===== src/rtl/mips_pkg.sv =====
// Shared MIPS decode constants for the EX stage (ALU and multiply/divide unit)
// plus the multiply/divide sequencer state type.
package mips_pkg;

    localparam logic [5:0] FN_MFHI  = 6'd16;
    localparam logic [5:0] FN_MFLO  = 6'd18;
    localparam logic [5:0] FN_MULT  = 6'd24;
    localparam logic [5:0] FN_MULTU = 6'd25;
    localparam logic [5:0] FN_DIV   = 6'd26;
    localparam logic [5:0] FN_DIVU  = 6'd27;

    localparam logic [5:0] FN_ADD   = 6'd32;
    localparam logic [5:0] FN_SUB   = 6'd34;
    localparam logic [5:0] FN_AND   = 6'd36;
    localparam logic [5:0] FN_OR    = 6'd37;
    localparam logic [5:0] FN_SLT   = 6'd42;

    typedef enum logic [1:0] {
        ST_IDLE = 2'd0,
        ST_MUL  = 2'd1,
        ST_DIV  = 2'd2,
        ST_FIN  = 2'd3
    } md_state_t;

endpackage


===== src/rtl/md_sign_fix.sv =====
// Conditional two's-complement negate: absolute value of operands on the way in,
// sign restoration of product/quotient/remainder on the way out.
module md_sign_fix #(
    parameter int W = 32
) (
    input  logic [W-1:0] i_val,
    input  logic         i_neg,
    output logic [W-1:0] o_val
);

    assign o_val = i_neg ? (~i_val + W'(1)) : i_val;

endmodule


===== src/rtl/mult_div_unit.sv =====
// Iterative MIPS multiply/divide unit: shift-add multiply and restoring divide,
// one bit per cycle, results written to HI/LO as the last iteration completes.
module mult_div_unit
    import mips_pkg::*;
#(
    parameter int DATA_W = 32
) (
    input  logic              clk,
    input  logic              reset,
    input  logic              start,
    input  logic [5:0]        funct,
    input  logic [DATA_W-1:0] dataA,
    input  logic [DATA_W-1:0] dataB,
    output logic              busy,
    output logic              done,
    output logic [DATA_W-1:0] hi,
    output logic [DATA_W-1:0] lo,
    output logic [DATA_W-1:0] dataOut
);

    localparam int CNT_W = (DATA_W > 1) ? $clog2(DATA_W) : 1;

    md_state_t             r_state;
    logic [CNT_W-1:0]      r_cnt;
    logic                  r_busy;
    logic                  r_done;
    logic [DATA_W-1:0]     r_hi;
    logic [DATA_W-1:0]     r_lo;
    logic [2*DATA_W-1:0]   r_prod;
    logic [DATA_W-1:0]     r_rem;
    logic [DATA_W-1:0]     r_quo;
    logic [DATA_W-1:0]     r_opb;
    logic                  r_neg_res;
    logic                  r_neg_rem;
    logic                  r_dvz;

    logic                  w_is_mul;
    logic                  w_is_div;
    logic                  w_is_signed;
    logic                  w_last;
    logic [DATA_W-1:0]     w_abs_a;
    logic [DATA_W-1:0]     w_abs_b;
    logic [DATA_W:0]       w_mul_sum;
    logic [2*DATA_W-1:0]   w_prod_next;
    logic [DATA_W:0]       w_div_shift;
    logic [DATA_W-1:0]     w_div_diff;
    logic                  w_div_ge;
    logic [DATA_W-1:0]     w_rem_next;
    logic [DATA_W-1:0]     w_quo_next;
    logic [2*DATA_W-1:0]   w_prod_fix;
    logic [DATA_W-1:0]     w_quo_fix;
    logic [DATA_W-1:0]     w_rem_fix;

    assign w_is_mul    = (funct == FN_MULT) || (funct == FN_MULTU);
    assign w_is_div    = (funct == FN_DIV)  || (funct == FN_DIVU);
    assign w_is_signed = (funct == FN_MULT) || (funct == FN_DIV);
    assign w_last      = (r_cnt == CNT_W'(DATA_W - 1));

    md_sign_fix #(.W(DATA_W)) u_abs_a (
        .i_val (dataA),
        .i_neg (w_is_signed & dataA[DATA_W-1]),
        .o_val (w_abs_a)
    );

    md_sign_fix #(.W(DATA_W)) u_abs_b (
        .i_val (dataB),
        .i_neg (w_is_signed & dataB[DATA_W-1]),
        .o_val (w_abs_b)
    );

    // Multiplier sits in the low half of the accumulator and is consumed LSB first.
    assign w_mul_sum   = {1'b0, r_prod[2*DATA_W-1:DATA_W]} + (r_prod[0] ? {1'b0, r_opb} : '0);
    assign w_prod_next = {w_mul_sum, r_prod[DATA_W-1:1]};

    // The DATA_W+1-bit partial remainder is the shifted value; the kept
    // remainder is always below the divisor so DATA_W bits suffice in storage.
    assign w_div_shift = {r_rem, r_quo[DATA_W-1]};
    assign w_div_ge    = (w_div_shift >= {1'b0, r_opb});
    assign w_div_diff  = w_div_shift[DATA_W-1:0] - r_opb;
    assign w_rem_next  = w_div_ge ? w_div_diff : w_div_shift[DATA_W-1:0];
    assign w_quo_next  = {r_quo[DATA_W-2:0], w_div_ge};

    md_sign_fix #(.W(2*DATA_W)) u_fix_prod (
        .i_val (w_prod_next),
        .i_neg (r_neg_res),
        .o_val (w_prod_fix)
    );

    md_sign_fix #(.W(DATA_W)) u_fix_quo (
        .i_val (w_quo_next),
        .i_neg (r_neg_res),
        .o_val (w_quo_fix)
    );

    md_sign_fix #(.W(DATA_W)) u_fix_rem (
        .i_val (w_rem_next),
        .i_neg (r_neg_rem),
        .o_val (w_rem_fix)
    );

    always_ff @(posedge clk) begin
        if (!reset) begin
            r_state   <= ST_IDLE;
            r_cnt     <= '0;
            r_busy    <= 1'b0;
            r_done    <= 1'b0;
            r_hi      <= '0;
            r_lo      <= '0;
            r_prod    <= '0;
            r_rem     <= '0;
            r_quo     <= '0;
            r_opb     <= '0;
            r_neg_res <= 1'b0;
            r_neg_rem <= 1'b0;
            r_dvz     <= 1'b0;
        end else begin
            r_done <= 1'b0;
            case (r_state)
                ST_IDLE: begin
                    if (start && (w_is_mul || w_is_div)) begin
                        r_cnt     <= '0;
                        r_busy    <= 1'b1;
                        r_neg_res <= w_is_signed & (dataA[DATA_W-1] ^ dataB[DATA_W-1]);
                        r_neg_rem <= w_is_signed & dataA[DATA_W-1];
                        r_dvz     <= (dataB == '0);
                        if (w_is_mul) begin
                            r_prod  <= {{DATA_W{1'b0}}, w_abs_b};
                            r_opb   <= w_abs_a;
                            r_state <= ST_MUL;
                        end else begin
                            r_rem   <= '0;
                            r_quo   <= w_abs_a;
                            r_opb   <= w_abs_b;
                            r_state <= ST_DIV;
                        end
                    end
                end
                ST_MUL: begin
                    r_prod <= w_prod_next;
                    r_cnt  <= r_cnt + CNT_W'(1);
                    if (w_last) begin
                        r_hi    <= w_prod_fix[2*DATA_W-1:DATA_W];
                        r_lo    <= w_prod_fix[DATA_W-1:0];
                        r_done  <= 1'b1;
                        r_busy  <= 1'b0;
                        r_state <= ST_FIN;
                    end
                end
                ST_DIV: begin
                    r_rem <= w_rem_next;
                    r_quo <= w_quo_next;
                    r_cnt <= r_cnt + CNT_W'(1);
                    if (w_last) begin
                        // Divide by zero leaves the dividend as remainder naturally; only LO is forced.
                        r_hi    <= w_rem_fix;
                        r_lo    <= r_dvz ? '1 : w_quo_fix;
                        r_done  <= 1'b1;
                        r_busy  <= 1'b0;
                        r_state <= ST_FIN;
                    end
                end
                ST_FIN: begin
                    r_state <= ST_IDLE;
                end
                default: begin
                    r_state <= ST_IDLE;
                end
            endcase
        end
    end

    always_comb begin
        dataOut = '0;
        if (funct == FN_MFHI) begin
            dataOut = r_hi;
        end else if (funct == FN_MFLO) begin
            dataOut = r_lo;
        end
    end

    assign busy = r_busy;
    assign done = r_done;
    assign hi   = r_hi;
    assign lo   = r_lo;

endmodule


===== config.mk =====
export PLATFORM = sky130hd
export DESIGN_NAME = mult_div_unit
export DESIGN_NICKNAME = d
export VERILOG_FILES = /design/src/rtl/mips_pkg.sv /design/src/rtl/md_sign_fix.sv /design/src/rtl/mult_div_unit.sv
export SDC_FILE = /design/constraint.sdc
export NUM_CORES = 1
export LEC_CHECK = 0
export BUFFER_PORTS_ARGS = -buffer_cell sky130_fd_sc_hd__buf_4
export CELL_PAD_IN_SITES_DETAIL_PLACEMENT = 0
export CELL_PAD_IN_SITES_GLOBAL_PLACEMENT = 1
export CORE_UTILIZATION = 31
export DETAILED_ROUTE_END_ITERATION = 7
export GPL_TIMING_DRIVEN = 0
export HOLD_SLACK_MARGIN = 0.15
export PLACE_DENSITY = 0.58
export SLEW_MARGIN = 30
export SYNTH_ARGS = -nofsm -noshare
export SYNTH_HDL_FRONTEND = slang
export SYNTH_SLANG_ARGS = --single-unit

===== constraint.sdc =====
create_clock -name clk -period 10.9 [get_ports clk]
set_clock_uncertainty 0.15 [all_clocks]
set_input_delay 1.635 -clock clk [delete_from_list [all_inputs] [get_ports clk]]
set_output_delay 1.635 -clock clk [all_outputs]
set_load 0.01 [all_outputs]

# Word level (Yosys, flattened, before mapping)
# Cells that the tools add are included.
[totals] inputBits=73 elab_cells=103 out_inout_bits=98 register_bits=236
[op_classes] bitwise=9 n_reduce_logical=20 addsub=8 mux=36 magnitude_cmp=1 eq_ne=16
[op_table] cell="$mux 32" count=18
[op_table] cell="$pmux 32 s2" count=4
[op_table] cell="$mux 64" count=3
[op_table] cell="$add 32x1->32 const B" count=4
[op_table] cell="$not 32->32" count=4
[op_table] cell="$pmux 64 s2" count=1
[op_table] cell="$add 64x1->64 const B" count=1
[op_table] cell="$not 64->64" count=1
[op_table] cell="$eq 6x5->1 const B" count=6
[op_table] cell="$add 32x32->33" count=1
[op_table] cell="$ge 33x32->1" count=1
[op_table] cell="$logic_not 32->1" count=1
[op_table] cell="$sub 32x32->32" count=1
[op_table] cell="$reduce_and 3->1" count=4
[op_table] cell="$ne 2x2->1 const B" count=5
[op_table] cell="$pmux 5 s2" count=1
[op_table] cell="$reduce_and 2->1" count=4
[op_table] cell="$reduce_bool 2->1" count=4
[op_table] cell="$mux 2" count=3
[op_table] cell="$pmux 2 s3" count=1
[op_table] cell="$add 5x1->5 const B" count=1
[op_table] cell="$eq 5x5->1 const B" count=1
[op_table] cell="$mux 5" count=1
[op_table] cell="$eq 2x2->1 const B" count=2
[op_table] cell="10 further kinds" count=17

# Longest topological paths before layout
[depth] word_depth=7 depth_mapped=25 depth_no_buf=20

# Hierarchy
# From an unflattened synthesis, not the netlist that was laid out.
[hier_totals] hier_cells=2264 hier_area_um2=19019.5
[modules_own_cells] mod="mult_div_unit" seq_area_each_um2=4724.5 n_inst=1 cells_each=1671 area_each_um2=14381.3
[modules_own_cells] mod="md_sign_fix (u_abs_a ...)" seq_area_each_um2=0.0 n_inst=4 cells_each=99 area_each_um2=777.0
[modules_own_cells] mod="md_sign_fix (u_fix_prod)" seq_area_each_um2=0.0 n_inst=1 cells_each=197 area_each_um2=1530.2

# Least setup slack after synthesis
# No wires, ideal clock.
[synth_timing] path_kind="register -> register" from="reg r_opb[6]" to="reg r_hi[24], in the netlist hi[24]" setup_ps=87 stages_incl_launch_ff=24 arrival_ps=5506 synth_period_minus_slack_ps=5743 path_buffers=5 required_ps=10663 setup_slack_ps=5157 path_cell_list="dfxtp_1 -> inv_1 -> ha_1 -> clkbuf_1 -> and4_1 -> nor4bb_1 -> nand4_1 -> o41ai_2 -> or3_1 -> buf_2 -> buf_1 -> clkbuf_1 -> buf_1 -> mux2i_1 -> ha_1 -> nand3_1 -> or4_1 -> o41ai_1 -> inv_1 -> or3_1 -> o41ai_1 -> xor2_1 -> and2_1 -> o31ai_1"
[synth_between] elab_chain_cells=7 word_cells_on_any_way=14 cone_classes="add/sub: 4; order compare: 1; mux: 7; bitwise: 2"
[synth_lines] element="start, declared" line="mult_div_unit.sv:32" source="logic [DATA_W-1:0] r_opb;"
[synth_lines] element="start signal, assigned" line="mult_div_unit.sv:128" source="r_opb <= w_abs_a;"
[synth_lines] element="start signal, assigned" line="mult_div_unit.sv:133" source="r_opb <= w_abs_b;"
[synth_lines] element="$mux 32 (tied with other cells)" line="mult_div_unit.sv:72" source="assign w_mul_sum = {1'b0, r_prod[2*DATA_W-1:DATA_W]} + (r_prod[0] ? {1'b0, r_opb} : '0);"
[synth_lines] element="$add 32x32->33 / $mux 32 (equally long branches)" line="mult_div_unit.sv:72, mult_div_unit.sv:80"
[synth_lines] element="$not 64->64 / $not 32->32 (equally long branches)" line="md_sign_fix.sv:11" source="assign o_val = i_neg ? (~i_val + W'(1)) : i_val;"
[synth_lines] element="$add 64x1->64 / $add 32x1->32 (equally long branches)" line="md_sign_fix.sv:11"
[synth_lines] element="$mux 64 / $mux 32 (equally long branches)" line="md_sign_fix.sv:11"
[synth_lines] element="$mux 32 (on tied branches)" line="mult_div_unit.sv:141, mult_div_unit.sv:153"
[synth_lines] element="$pmux 32 s2 *" line="mult_div_unit.sv:118" source="case (r_state)"
[synth_lines] element="end signal, assigned" line="mult_div_unit.sv:142" source="r_hi <= w_prod_fix[2*DATA_W-1:DATA_W];"
[synth_lines] element="end signal, assigned" line="mult_div_unit.sv:155" source="r_hi <= w_rem_fix;"
[synth_lines] element="end, declared" line="mult_div_unit.sv:27" source="logic [DATA_W-1:0] r_hi;"
# Every way passes the cells marked *; elsewhere a longest branch is shown, timed or not. The select of a mux whose other input is x is not followed.
# A chain may end at the register's enable or synchronous reset.

# Worst setup path in the final report
[layout_timing] from="reg r_opb[18]" to="reg r_hi[24], in the netlist hi[24]"
# Same word-level chain as after synthesis.

==> results.sh <==
export IMPL_sequentialPowerShare_pct=26.8
export IMPL_hold_viol_final=0
export IMPL_clockPowerShare_pct=32.9
export IMPL_status="finished, final reports clean"
export IMPL_wl_um=93150
export IMPL_synthCells=2561
export IMPL_h_tree_depth=1
export IMPL_worst_pin_slew_ps=1043
export IMPL_cts_setup_buffers=0
export IMPL_async_flop_share_pct=0
export IMPL_tns_ps=0
export IMPL_row_count=89
export IMPL_swShare_pct=41.69
export IMPL_synth_cell_types=84
export IMPL_peakVddDrop_v=0.0001209
export IMPL_cp_slowest_cell="nor4bb_1"
export IMPL_first_pass_iters=7
export IMPL_ios=171
export IMPL_first_iter_violations=2053
export IMPL_internal_power_mw=2.025
export IMPL_fin_crit_ps=8937
export IMPL_synth_top_area_cell="dfxtp_1"
export IMPL_setup_worst_path_start_class="flip-flop"
export IMPL_grt_pass1_vias=19142
export IMPL_final_cell_mix="443 x nor2_1, 237 x a21oi_1, 236 x dfxtp_1"
export IMPL_cp_end_kind="flip-flop"
export IMPL_grtUsageTotal_pct=29.33
export IMPL_cts_buffer_depth=3
export IMPL_final_common_cell="nor2_1"
export IMPL_synth_top_area_share_pct=25.15
export IMPL_core_area_um2=59460
export IMPL_areaGrowthSynthToFinish_pct=18.00
export IMPL_ant_nets=0
export IMPL_insertion_delay_ps=620
export IMPL_dominantRegCellSynth="dfxtp_1"
export IMPL_vias=20648
export IMPL_wl_per_cell_um=26.16
export IMPL_clkSinkCount=236
export IMPL_antenna_found_initial=1
export IMPL_root_buffer="clkbuf_16"
export IMPL_worstPathRequired_ps=11270
export IMPL_grt_pass1_wl_um=131700
export IMPL_powerDensity_nw_per_um2=156.7
export IMPL_cts_clk_slew_worst_paths_ps=60
export IMPL_hpwl_um=76570
export IMPL_switchingPower_mw=1.448
export IMPL_holdCritPathClass="reg2reg"
export IMPL_cts_made_buffers=31
export IMPL_fmax_mhz=111.9
export IMPL_synth_seq_cells=236
export IMPL_gp_congestion=0.9242
export IMPL_ctsResizeCount=0
export IMPL_worstPathMaxFanout=10
export IMPL_hold_ws_ps=329.9
export IMPL_initial_core_util_pct=31.59
export IMPL_setup_viol=0
export IMPL_pwr_share_comb_pct=40.2
export IMPL_synth_area_leaders="dfxtp_1 25%, nor2_1 8.9%, xnor2_1 6.9%"
export IMPL_die_width_um=248.2
export IMPL_holdPathStages=2
export IMPL_grt_max_degree=17
export IMPL_r2r_cells=23
export IMPL_synth_edf_count=0
export IMPL_dieArea_um2=61580
export IMPL_period_share_pct=81.99
export IMPL_max_stage_delay_ps=760
export IMPL_grt_setup_unrepaired="false"
export IMPL_critPathKind="reg2reg"
export IMPL_drc=0
export IMPL_slew_violations=0
export IMPL_drv_cap=0
export IMPL_io_buffers=168
export IMPL_ys_seq_area_share_pct=25.15
export IMPL_synth_fp_nets=2710
export IMPL_avgSynthCellArea_um2=7.335
export IMPL_via_per_inst=5.798
export IMPL_slew_headroom_pct=30.44
export IMPL_postCtsHoldBufs=0
export IMPL_syn_area_um2=18780
export IMPL_die_y_um=248.2
export IMPL_grt_overflow_total=0
export IMPL_power_leakage_nw=8.872
export IMPL_arrival_ps=9300
export IMPL_path_cells="inv_1 -> ha_1 -> clkbuf_1 -> nand4_1 -> nor4bb_1 -> nand4_1 -> o41ai_2 -> or3_1 -> buf_2 -> buf_1 -> clkbuf_1 -> buf_1 -> mux2i_1 -> ha_1 -> nand3_1 -> or4_1 -> o41ai_2 -> inv_1 -> or3_1 -> o41ai_1 -> xor2_1 -> and2_1 -> o31ai_1"
export IMPL_tritoncts="yes"
export IMPL_nNetsFinal=2911
export IMPL_synth_warning_count=0
export IMPL_drive_gt1_share_pct=9.620
==> cells in the mapped netlist, types with 17 or more instances <==
cell type,number
mux2i_1,77
xnor2_1,149
clkbuf_1,148
o21ai_0,112
a22oi_1,46
or3_1,31
o221ai_1,33
a211oi_1,42
nand2_1,206
a222oi_1,30
o41ai_1,21
a31oi_1,17
a21oi_1,237
a21o_1,23
nand3_1,31
nor2_1,443
ha_1,74
inv_1,73
or4_1,24
o31ai_1,48
dfxtp_1,236
nor3_1,53
xor2_1,71
nand4_1,23
nor4_1,26
nand2b_1,19
and2_1,48
==> critical path: cells and delay by family (launching register included) <==
kind / cells / cell delay [ps]
adders and majority gates: 2 / 610
and+or+nand+nor: 8 / 2600
DFF: 1 / 560
AOI/OAI and AO/OA: 4 / 1500
buffers and inverters: 7 / 2830
xor gates and xnor gates: 1 / 170
muxes: 1 / 390
==> state kept, by name (all words and copies together), names as in the netlist <==
signal / count
lo: 32
busy: 1
r_rem: 32
done: 1
r_quo: 32
r_prod: 64
r_state: 2
r_cnt: 5
r_neg_rem: 1
hi: 32
r_dvz: 1
r_neg_res: 1
r_opb: 32
==> layout make-up <==
class / instances / area, µm²
fillers: 6382 / 37300
multi-input cells: 2082 / 13110
flip-flops and latches: 236 / 4725
repair buffers: 168 / 1261
well taps: 773 / 967.2
clock buffers: 43 / 890.9
plain buffers: 169 / 708.2
inverters: 74 / 277.8
clock inverters: 14 / 221.5
diodes: 2 / 5.005
==> path summary, 6_finish.rpt <==
kind / start / to / slack (ps)
max: r_opb[18] / hi[24] / 1960
min: lo[26] / lo[26] / 330
max reg2reg: r_opb[18] / hi[24] / 1960
min reg2reg: lo[26] / lo[26] / 330
==> power by group through the flow <==
stage | clock, mW | combinational [mW] | sequential, mW
2_1_floorplan | 0 | 0.908 | 0.934
3_3_place_gp | 0 | 1.36 | 0.949
3_5_place_dp | 0 | 1.36 | 0.949
4_1_cts | 1.15 | 1.37 | 0.930
5_1_grt | 1.18 | 1.49 | 0.935
6_report | 1.14 | 1.40 | 0.932
==> metrics by stage <==
step / cells / cell area [µm²] / power [mW] / worst slack, ps / utilization (%)
2_1_floorplan: 2561 / 18780 / 1.842 / 5157 / -
3_3_place_gp: 3502 / 21010 / 2.310 / 1789 / 35.34
3_5_place_dp: 3502 / 21040 / 2.312 / 1886 / 35.37
4_1_cts: 3559 / 22150 / 3.451 / 1846 / 37.24
5_1_grt: 3559 / 22160 / 3.611 / 1570 / 37.27
6_report: 3561 / 22170 / 3.473 / 1964 / 37.27
==> logic make-up (layout without fill, tap and decap cells) <==
family | Yosys count | in the layout | share of synthesized area, %
DFF | 236 | 236 | 25.15
adders and majority gates | 76 | 76 | 5.142
and+or+nand+nor | 968 | 968 | 23.63
xor gates and xnor gates | 220 | 220 | 10.26
AOI/OAI and AO/OA | 734 | 734 | 26.05
muxes | 84 | 84 | 4.523
buffers and inverters | 243 | 468 | 5.242
other | 0 | 2 | 0
==> routing by layer <==
layer	GRT usage, %	up-vias	share of wire, %	wire [µm]
met1	42.31	10028	47	43540
li1	-	9660	-	-
met4	8.519	2	3.0	2776
met5	0	-	0.021	20
met2	44.62	839	42	39470
met3	4.449	119	7.9	7337
No activity file was read; power rests on OpenSTA's default activity.
